===== config.mk =====
export PLATFORM = sky130hd
export DESIGN_NAME = pkt_filter_passthrough
export DESIGN_NICKNAME = d
export VERILOG_FILES = /design/src/rtl/pkt_filter_passthrough.sv
export SDC_FILE = /design/constraint.sdc
export NUM_CORES = 2
export LEC_CHECK = 0
export CAP_MARGIN = 30
export CORE_MARGIN = 2
export CORE_UTILIZATION = 60
export DETAILED_ROUTE_END_ITERATION = 12
export PLACE_DENSITY = 0.8
export SKIP_CTS_REPAIR_TIMING = 1
export SLEW_MARGIN = 20
export SYNTH_ARGS = -nofsm -noshare
export SYNTH_HDL_FRONTEND = slang
export SYNTH_SLANG_ARGS = --single-unit

===== constraint.sdc =====
create_clock -name clk -period 15.55 [get_ports clk]
set_clock_uncertainty 0.05 [all_clocks]
set_input_delay 3.8875 -clock clk [delete_from_list [all_inputs] [get_ports clk]]
set_output_delay 3.8875 -clock clk [all_outputs]
set_load 0.01 [all_outputs]

===== src/rtl/pkt_filter_passthrough.sv =====
// Buffered passthrough stage: FIFO with packet-granular drop mode, per-packet counters,
// and a UDP register ring slave for control and statistics.
module pkt_filter_passthrough #(
    parameter int DATA_WIDTH          = 64,
    parameter int CTRL_WIDTH          = DATA_WIDTH / 8,
    parameter int UDP_REG_SRC_WIDTH   = 2,
    parameter int FIFO_DEPTH_BITS     = 4,
    parameter int CNT_WIDTH           = 32,
    parameter int UDP_REG_ADDR_WIDTH  = 23,
    parameter int CPCI_NF2_DATA_WIDTH = 32,
    parameter int REG_BLOCK_ADDR      = 0
) (
    input  logic                           clk,
    input  logic                           reset_n,
    input  logic [DATA_WIDTH-1:0]          in_data,
    input  logic [CTRL_WIDTH-1:0]          in_ctrl,
    input  logic                           in_wr,
    output logic                           in_rdy,
    output logic [DATA_WIDTH-1:0]          out_data,
    output logic [CTRL_WIDTH-1:0]          out_ctrl,
    output logic                           out_wr,
    input  logic                           out_rdy,
    input  logic                           reg_req_in,
    input  logic                           reg_ack_in,
    input  logic                           reg_rd_wr_L_in,
    input  logic [UDP_REG_ADDR_WIDTH-1:0]  reg_addr_in,
    input  logic [CPCI_NF2_DATA_WIDTH-1:0] reg_data_in,
    input  logic [UDP_REG_SRC_WIDTH-1:0]   reg_src_in,
    output logic                           reg_req_out,
    output logic                           reg_ack_out,
    output logic                           reg_rd_wr_L_out,
    output logic [UDP_REG_ADDR_WIDTH-1:0]  reg_addr_out,
    output logic [CPCI_NF2_DATA_WIDTH-1:0] reg_data_out,
    output logic [UDP_REG_SRC_WIDTH-1:0]   reg_src_out
);

    localparam int DEPTH = 1 << FIFO_DEPTH_BITS;
    localparam logic [UDP_REG_ADDR_WIDTH-3:0] BLOCK_TAG = (UDP_REG_ADDR_WIDTH-2)'(REG_BLOCK_ADDR);

    typedef enum logic {HDR, PAYLOAD} parse_state_t;

    logic [CTRL_WIDTH+DATA_WIDTH-1:0] mem [DEPTH];
    logic [FIFO_DEPTH_BITS-1:0]       wr_ptr, rd_ptr;
    logic [FIFO_DEPTH_BITS:0]         count, count_next;
    parse_state_t                     state;
    logic                             sop_pending, pkt_drop, drop_en;
    logic [CNT_WIDTH-1:0]             pass_pkts, drop_pkts, words;

    logic accept, is_sop, is_eop, cur_drop, fifo_wr, fifo_rd;
    logic reg_hit, ctrl_wr, clear;
    logic [CPCI_NF2_DATA_WIDTH-1:0] reg_rd_data;

    // The drop decision of the packet in flight is latched at SOP; later words reuse it.
    assign accept   = in_wr && in_rdy;
    assign is_sop   = accept && (state == HDR) && sop_pending;
    assign is_eop   = accept && (state == PAYLOAD) && (in_ctrl != '0);
    assign cur_drop = is_sop ? drop_en : pkt_drop;
    assign fifo_wr  = accept && !cur_drop;
    assign fifo_rd  = out_rdy && (count != '0);

    assign reg_hit = reg_req_in && !reg_ack_in && (reg_addr_in[UDP_REG_ADDR_WIDTH-1:2] == BLOCK_TAG);
    assign ctrl_wr = reg_hit && !reg_rd_wr_L_in && (reg_addr_in[1:0] == 2'd0);
    assign clear   = ctrl_wr && reg_data_in[1];

    always_comb begin
        count_next = count;
        if (fifo_wr && !fifo_rd)
            count_next = count + (FIFO_DEPTH_BITS+1)'(1);
        else if (!fifo_wr && fifo_rd)
            count_next = count - (FIFO_DEPTH_BITS+1)'(1);
    end

    always_comb begin
        reg_rd_data = '0;
        case (reg_addr_in[1:0])
            2'd0:    reg_rd_data = CPCI_NF2_DATA_WIDTH'(drop_en);
            2'd1:    reg_rd_data = CPCI_NF2_DATA_WIDTH'(pass_pkts);
            2'd2:    reg_rd_data = CPCI_NF2_DATA_WIDTH'(drop_pkts);
            default: reg_rd_data = CPCI_NF2_DATA_WIDTH'(words);
        endcase
    end

    always_ff @(posedge clk) begin
        if (fifo_wr)
            mem[wr_ptr] <= {in_ctrl, in_data};
    end

    // in_rdy is registered from the next occupancy so it is exact at every edge.
    always_ff @(posedge clk or negedge reset_n) begin
        if (!reset_n) begin
            wr_ptr   <= '0;
            rd_ptr   <= '0;
            count    <= '0;
            in_rdy   <= 1'b0;
            out_wr   <= 1'b0;
            out_data <= '0;
            out_ctrl <= '0;
        end else begin
            count  <= count_next;
            in_rdy <= count_next <= (FIFO_DEPTH_BITS+1)'(DEPTH - 2);
            out_wr <= fifo_rd;
            if (fifo_wr)
                wr_ptr <= wr_ptr + FIFO_DEPTH_BITS'(1);
            if (fifo_rd) begin
                rd_ptr                <= rd_ptr + FIFO_DEPTH_BITS'(1);
                {out_ctrl, out_data} <= mem[rd_ptr];
            end
        end
    end

    always_ff @(posedge clk or negedge reset_n) begin
        if (!reset_n) begin
            state       <= HDR;
            sop_pending <= 1'b1;
            pkt_drop    <= 1'b0;
        end else if (accept) begin
            pkt_drop <= cur_drop;
            if (state == HDR) begin
                sop_pending <= 1'b0;
                if (in_ctrl == '0)
                    state <= PAYLOAD;
            end else if (in_ctrl != '0) begin
                state       <= HDR;
                sop_pending <= 1'b1;
            end
        end
    end

    // A clear in the same cycle as an increment wins.
    always_ff @(posedge clk or negedge reset_n) begin
        if (!reset_n) begin
            pass_pkts <= '0;
            drop_pkts <= '0;
            words     <= '0;
        end else if (clear) begin
            pass_pkts <= '0;
            drop_pkts <= '0;
            words     <= '0;
        end else begin
            if (is_eop && !cur_drop)
                pass_pkts <= pass_pkts + CNT_WIDTH'(1);
            if (is_eop && cur_drop)
                drop_pkts <= drop_pkts + CNT_WIDTH'(1);
            if (fifo_wr)
                words <= words + CNT_WIDTH'(1);
        end
    end

    always_ff @(posedge clk or negedge reset_n) begin
        if (!reset_n) begin
            drop_en         <= 1'b0;
            reg_req_out     <= 1'b0;
            reg_ack_out     <= 1'b0;
            reg_rd_wr_L_out <= 1'b0;
            reg_addr_out    <= '0;
            reg_data_out    <= '0;
            reg_src_out     <= '0;
        end else begin
            if (ctrl_wr)
                drop_en <= reg_data_in[0];
            reg_req_out     <= reg_req_in;
            reg_ack_out     <= reg_ack_in || reg_hit;
            reg_rd_wr_L_out <= reg_rd_wr_L_in;
            reg_addr_out    <= reg_addr_in;
            reg_src_out     <= reg_src_in;
            reg_data_out    <= (reg_hit && reg_rd_wr_L_in) ? reg_rd_data : reg_data_in;
        end
    end

endmodule


## Word-level counts from Yosys, hierarchy flattened

Memories as Yosys holds them, arrays and structs flattened. A register that Yosys moved wholly into a read port is not among the register bits.
Index checks and enable logic that the tools add are counted.

| storage, ports and cells | value |
|---|---|
| output and inout port bits | 134 |
| bits of input ports | 136 |
| RAM bits | 1,152 |
| memories | 1 |
| bits in registers | 175 |
| word-level logic and storage cells | 82 |

Memories:

| memory | words | width | read ports | clocked after memory_dff | write ports | RTL line | source |
|---|---|---|---|---|---|---|---|
| mem | 16 | 72 | 1 | 1 | 1 | 42 | `logic [CTRL_WIDTH+DATA_WIDTH-1:0] mem [DEPTH];` |

| operators by class | value |
|---|---|
| eq/ne operators | 3 |
| bitwise gates (word level) | 1 |
| reductions and logical operators | 33 |
| add/sub/neg operators | 7 |
| order comparisons | 1 |
| mux-type cells | 18 |

Operators with widths:

| cell | count |
|---|---|
| $mux 32 | 7 |
| $add 32x1->32 const B | 3 |
| $pmux 32 s3 | 1 |
| $logic_not 21->1 | 1 |
| $logic_and 1x1->1 | 17 |
| $mux 5 | 2 |
| $add 4x1->4 const B | 2 |
| $logic_not 8->1 | 1 |
| $mux 1 | 8 |
| $reduce_bool 8->1 | 1 |
| $logic_not 1->1 | 6 |
| $reduce_bool 2->1 | 3 |
| $add 5x1->5 const B | 1 |
| $le 5x4->1 const B | 1 |
| $reduce_bool 5->1 | 1 |
| $sub 5x1->5 const B | 1 |
| $eq 2x1->1 const B | 1 |
| $eq 2x2->1 const B | 1 |
| $logic_not 2->1 | 1 |
| $ne 2x1->1 const B | 1 |
| $reduce_and 2->1 | 1 |
| $logic_or 1x1->1 | 1 |
| $not 1->1 | 1 |

## Longest topological paths before layout

| depth | value |
|---|---|
| depth after elaboration | 11 |
| depth in mapped cells | 9 |
| depth with buffers taken out | 8 |

## Least setup slack after synthesis

Ideal clock, no wire load.

| timing path | value |
|---|---|
| kind | input-to-reg |
| start point | input port in_wr |
| end point | memory mem[0][0] in the netlist's numbering, enable pin |
| path buffers | 2 |
| cell stages on the path | 6 |
| setup time | 0.590 ns |
| slack | 4.863 ns |
| data required time | 14.910 ns |
| arrival | 10.046 ns |
| path through | nand2_1 -> buf_2 -> a211oi_2 -> clkbuf_1 -> nand2_1 -> nor3_1 |

| on the way | value |
|---|---|
| longest elaborated chain between the ends | 8 |

RTL lines:

| element | RTL line | source |
|---|---|---|
| start, declared | 17 | `input logic in_wr,` |
| $logic_and 1x1->1 (*) | 54 | `assign accept = in_wr && in_rdy;` |
| $logic_and 1x1->1 (2 in series) | 55 | `assign is_sop = accept && (state == HDR) && sop_pending;` |
| $mux 1 | 57 | `assign cur_drop = is_sop ? drop_en : pkt_drop;` |
| $logic_not 1->1 | 58 | `assign fifo_wr = accept && !cur_drop;` |
| $logic_and 1x1->1 (*) | 58 |  |
| $mux 1 (*) | 84 | `if (fifo_wr)` |
| $mux 1 (implied by the code) (*) | 85 | `mem[wr_ptr] <= {in_ctrl, in_data};` |
| end, declared | 42 |  |

Mark *: on every way between the ends. The rest lies on a longest branch, timed or not.

## Worst setup path in the final report

| timing path | value |
|---|---|
| start point | input port in_wr |
| end point | memory mem[9][46] in the netlist's numbering, enable pin |

Same word-level chain as after synthesis.

==> run metrics <==
status=complete, no violations; Syn. warnings=0; Seq pwr share=0.433; post-DR vias/cell=6.630; Placed Cells=just over 4000; hpwl dp=between 60 and 70 mm; top_reg_cell synth=edfxtp_1; Int Power=between 7000 and 8000 µW; Sw Pwr=roughly 3100 µW; initial antenna violation count=13; FMAX=140.4 MHz; Final period util=0.4580; Pre-antenna DRT Iters=6; Overflow after GRT=0; number of H-tree levels=4; clock latency at the later pin of the worst-skew pair=about 760 ps; Hold Path Depth=2; Die ar.=between 90000 and 100000 µm²; Vias=29130; Leakage Power=0.02143 µW; number of synthesized register bits=1399; Final ANT Viol Nets=0; CTS Root Cell=clkbuf_16; routed metal-1 wirelength=about 47 mm; RSZ-0062 raised after global routing=false; Hold Fails Final Rpt=0; maximum clock path buffer count=3; max-cap viol count=0; Top delay family on crit path=buffers and inverters; CP required=roughly 16000 ps; WHS=around 430 ps; CORE AREA=89870 µm²; min Tclk post-route=7122 ps; final wirelength=approximately 140 mm; I/O pin count=between 200 and 300; total stage count of the critical path=8; max incr delay on CP=670 ps; post-synthesis async set-or-reset flop share=0.1766; first-pass GRT wire length=~200 mm; Post-synth EDFFs=1152; Crit. End Element=register; row count=between 100 and 150; setup ws final=8428 ps; WP buf/inv=4; I/O Buffers=269; vias in the first global route=30310; Worst Setup SP=in_wr; TritonCTS buffer count=140; worst-path cell chain=clkdlybuf4s50_1 > nand2_1 > a211oi_2 > buf_4 > nand2_1 > nor2_4 > buf_4 > buf_4; mapped cell area=54310 µm²; DR iter-0 viols=around 3700; Layout Nets=~3200; Slew @ Worst Pin=between 1000 and 1500 ps; met2 routed WL=between 60 and 70 mm; layout cells sized above 1=0.2123; PwrDens=around 170 nW/µm²; Synth Instances=roughly 2800; Slew HR=0.2443; register area share after synthesis=0.7508; die height=about 300 µm; clock share of power=0.314; Setup crit start kind=primary input; Slew Viols, Final=0; met3 wire len=~13 mm; Setup CP Type=in -> reg; TritonCTS clock tree=done; CTS clk-pin slew, worst paths=60 ps; Logic pwr share=0.253; switching share of total power=0.2861; Worst Path Arrival=between 7000 and 8000 ps; R2R cell count=7; width of the die=304.9 µm; syn_area_per_cell=19.61 µm²; Starting Density=0.6043; Design Area, Final=between 60000 and 70000 µm²; Final Non-Filler Cells=4394; total track usage=0.2965; worst slack, placed=~7800 ps; CP dominant cell by count=buf_4; worst min-delay path class=reg -> reg; Unique masters post-synth=between 50 and 60; hold path start=out_data[49]; worst reg2reg startpoint=state; Layout area overhead=16.69%; largest net degree at the start of global routing=around 190; Post-Syn Nets=roughly 2900; drt drc=0; top sig layer=met5; GPL Wtd Cong=0.8461; wire per inst=30.78 µm; final setup vio count=0; Slowest-stage cell, CP=nor2_4; Worst VDD drop=between 0.00015 and 0.0002 V; Fin Setup TNS=0 ps; CTS sink count=1399; largest fanout on the critical path=34; placed inst area=around 58000 µm²
[synth_stat cells, drive strengths merged (3+ instances only)]
cell	count	share of area
dfrtp	246	0.11
o211ai	3	0.00051
a22oi	31	0.0043
nor2	74	0.0051
and3	8	0.00092
mux2i	9	0.0017
nor3	23	0.0021
nand2b	6	0.00069
o31ai	3	0.00041
nand4	22	0.0032
clkbuf	96	0.0066
xor2	13	0.0021
a21oi	33	0.0030
or3	31	0.0036
xnor2	54	0.0087
o21ai	69	0.0064
or4	10	0.0014
nand3	35	0.0032
inv	27	0.0019
mux4	361	0.15
edfxtp	1152	0.64
and4	16	0.0027
nor4	28	0.0033
ha	10	0.0023
mux2	27	0.0056
and2	7	0.00081
nand2	307	0.021
buf	45	0.0036
[state kept, by name (all words and copies together), names as in the netlist, 4 cells and up]
name	count
count	5
drop_pkts	32
mem	1152
out_ctrl	8
out_data	64
pass_pkts	32
rd_ptr	4
reg_addr_out	23
reg_data_out	32
words	32
wr_ptr	4
[cells in the final DEF (no fill, tap or decap), types with 5 or more instances in the layout]
cell type	count
or3_1	31
clkdlybuf4s50_1	268
dfrtp_1	242
nand4_1	19
and2_1	7
buf_16	6
inv_1	26
clkinv_1	14
clkbuf_16	144
clkinv_2	20
mux2i_1	9
a21oi_1	33
xor2_1	13
clkinvlp_4	5
nand2b_1	6
mux4_2	361
edfxtp_1	1152
nand2_1	306
xnor2_1	54
clkbuf_8	12
and4_1	13
ha_1	10
or4_1	10
nor4_1	27
nor3_1	19
mux2_2	27
nor2_4	12
bufinv_16	12
o21ai_0	69
nor2_1	62
buf_12	8
clkbuf_1	39
buf_4	38
diode_2	11
nand3_1	34
a22oi_1	31
and3_1	8
[per-stage QoR]
| stage | power [µW] | util |
|---|---|---|
| CTS | 10970 | 0.7024 |
| global placement | 7356 | 0.6499 |
| detailed placement | 7449 | 0.6506 |
| finish | 10950 | 0.7051 |
| floorplan | 6513 | - |
| global route | 11270 | 0.7050 |
[kinds of logic (layout without fill, tap and decap cells)]
family,count (synthesis),after routing,share of synthesized area
xor gates and xnor gates,67,67,0.01081
other,0,11,0
muxes,397,397,0.1570
and+or+nand+nor,578,578,0.04997
adders and majority gates,11,11,0.002488
AOI/OAI and AO/OA,150,150,0.01686
DFF,1399,1399,0.7508
buffers and inverters,168,605,0.01207
[power groups by stage]
stage               Sequential [µW]  Clock, µW  Combinational, µW
floorplan                      4730          0               1790
global placement               4750          0               2610
detailed placement             4780          0               2670
CTS                            4740       3470               2760
global route                   4770       3600               2910
finish                         4740       3440               2770
[worst min-delay path, cell delays in order (launching register included)]
cell and delay [ps]:
dfrtp_1 340, nand2_1 50, nand2_1 60
[layout make-up]
type,instances,area (µm²)
Antenna cell,11,27.53
Clock buffer,195,3915
Clock inverter,61,743.2
Fill cell,4973,26500
Inverter,27,102.6
Multi-Input combinational cell,1203,13000
Sequential cell,1399,40790
Tap cell,1176,1471
Timing Repair Buffer,322,3319
[metal layers]
layer | up-vias | GRT usage
met4 | 10 | 0.1205
met3 | 303 | 0.05730
li1 | 11760 | -
met5 | - | 0
met1 | 15090 | 0.3876
met2 | 1967 | 0.4969
[worst paths after layout]
kind,end,slack (ps)
worst min register to register,out_data[49],430
worst min-delay path,out_data[49],430
min in group asynchronous,reg_req_out,3130
worst max-delay path,mem[9][46],8430
worst max register to register,mem[9][46],11520
max in group asynchronous,out_data[47],11070
No activity file was read; power rests on OpenSTA's default activity.
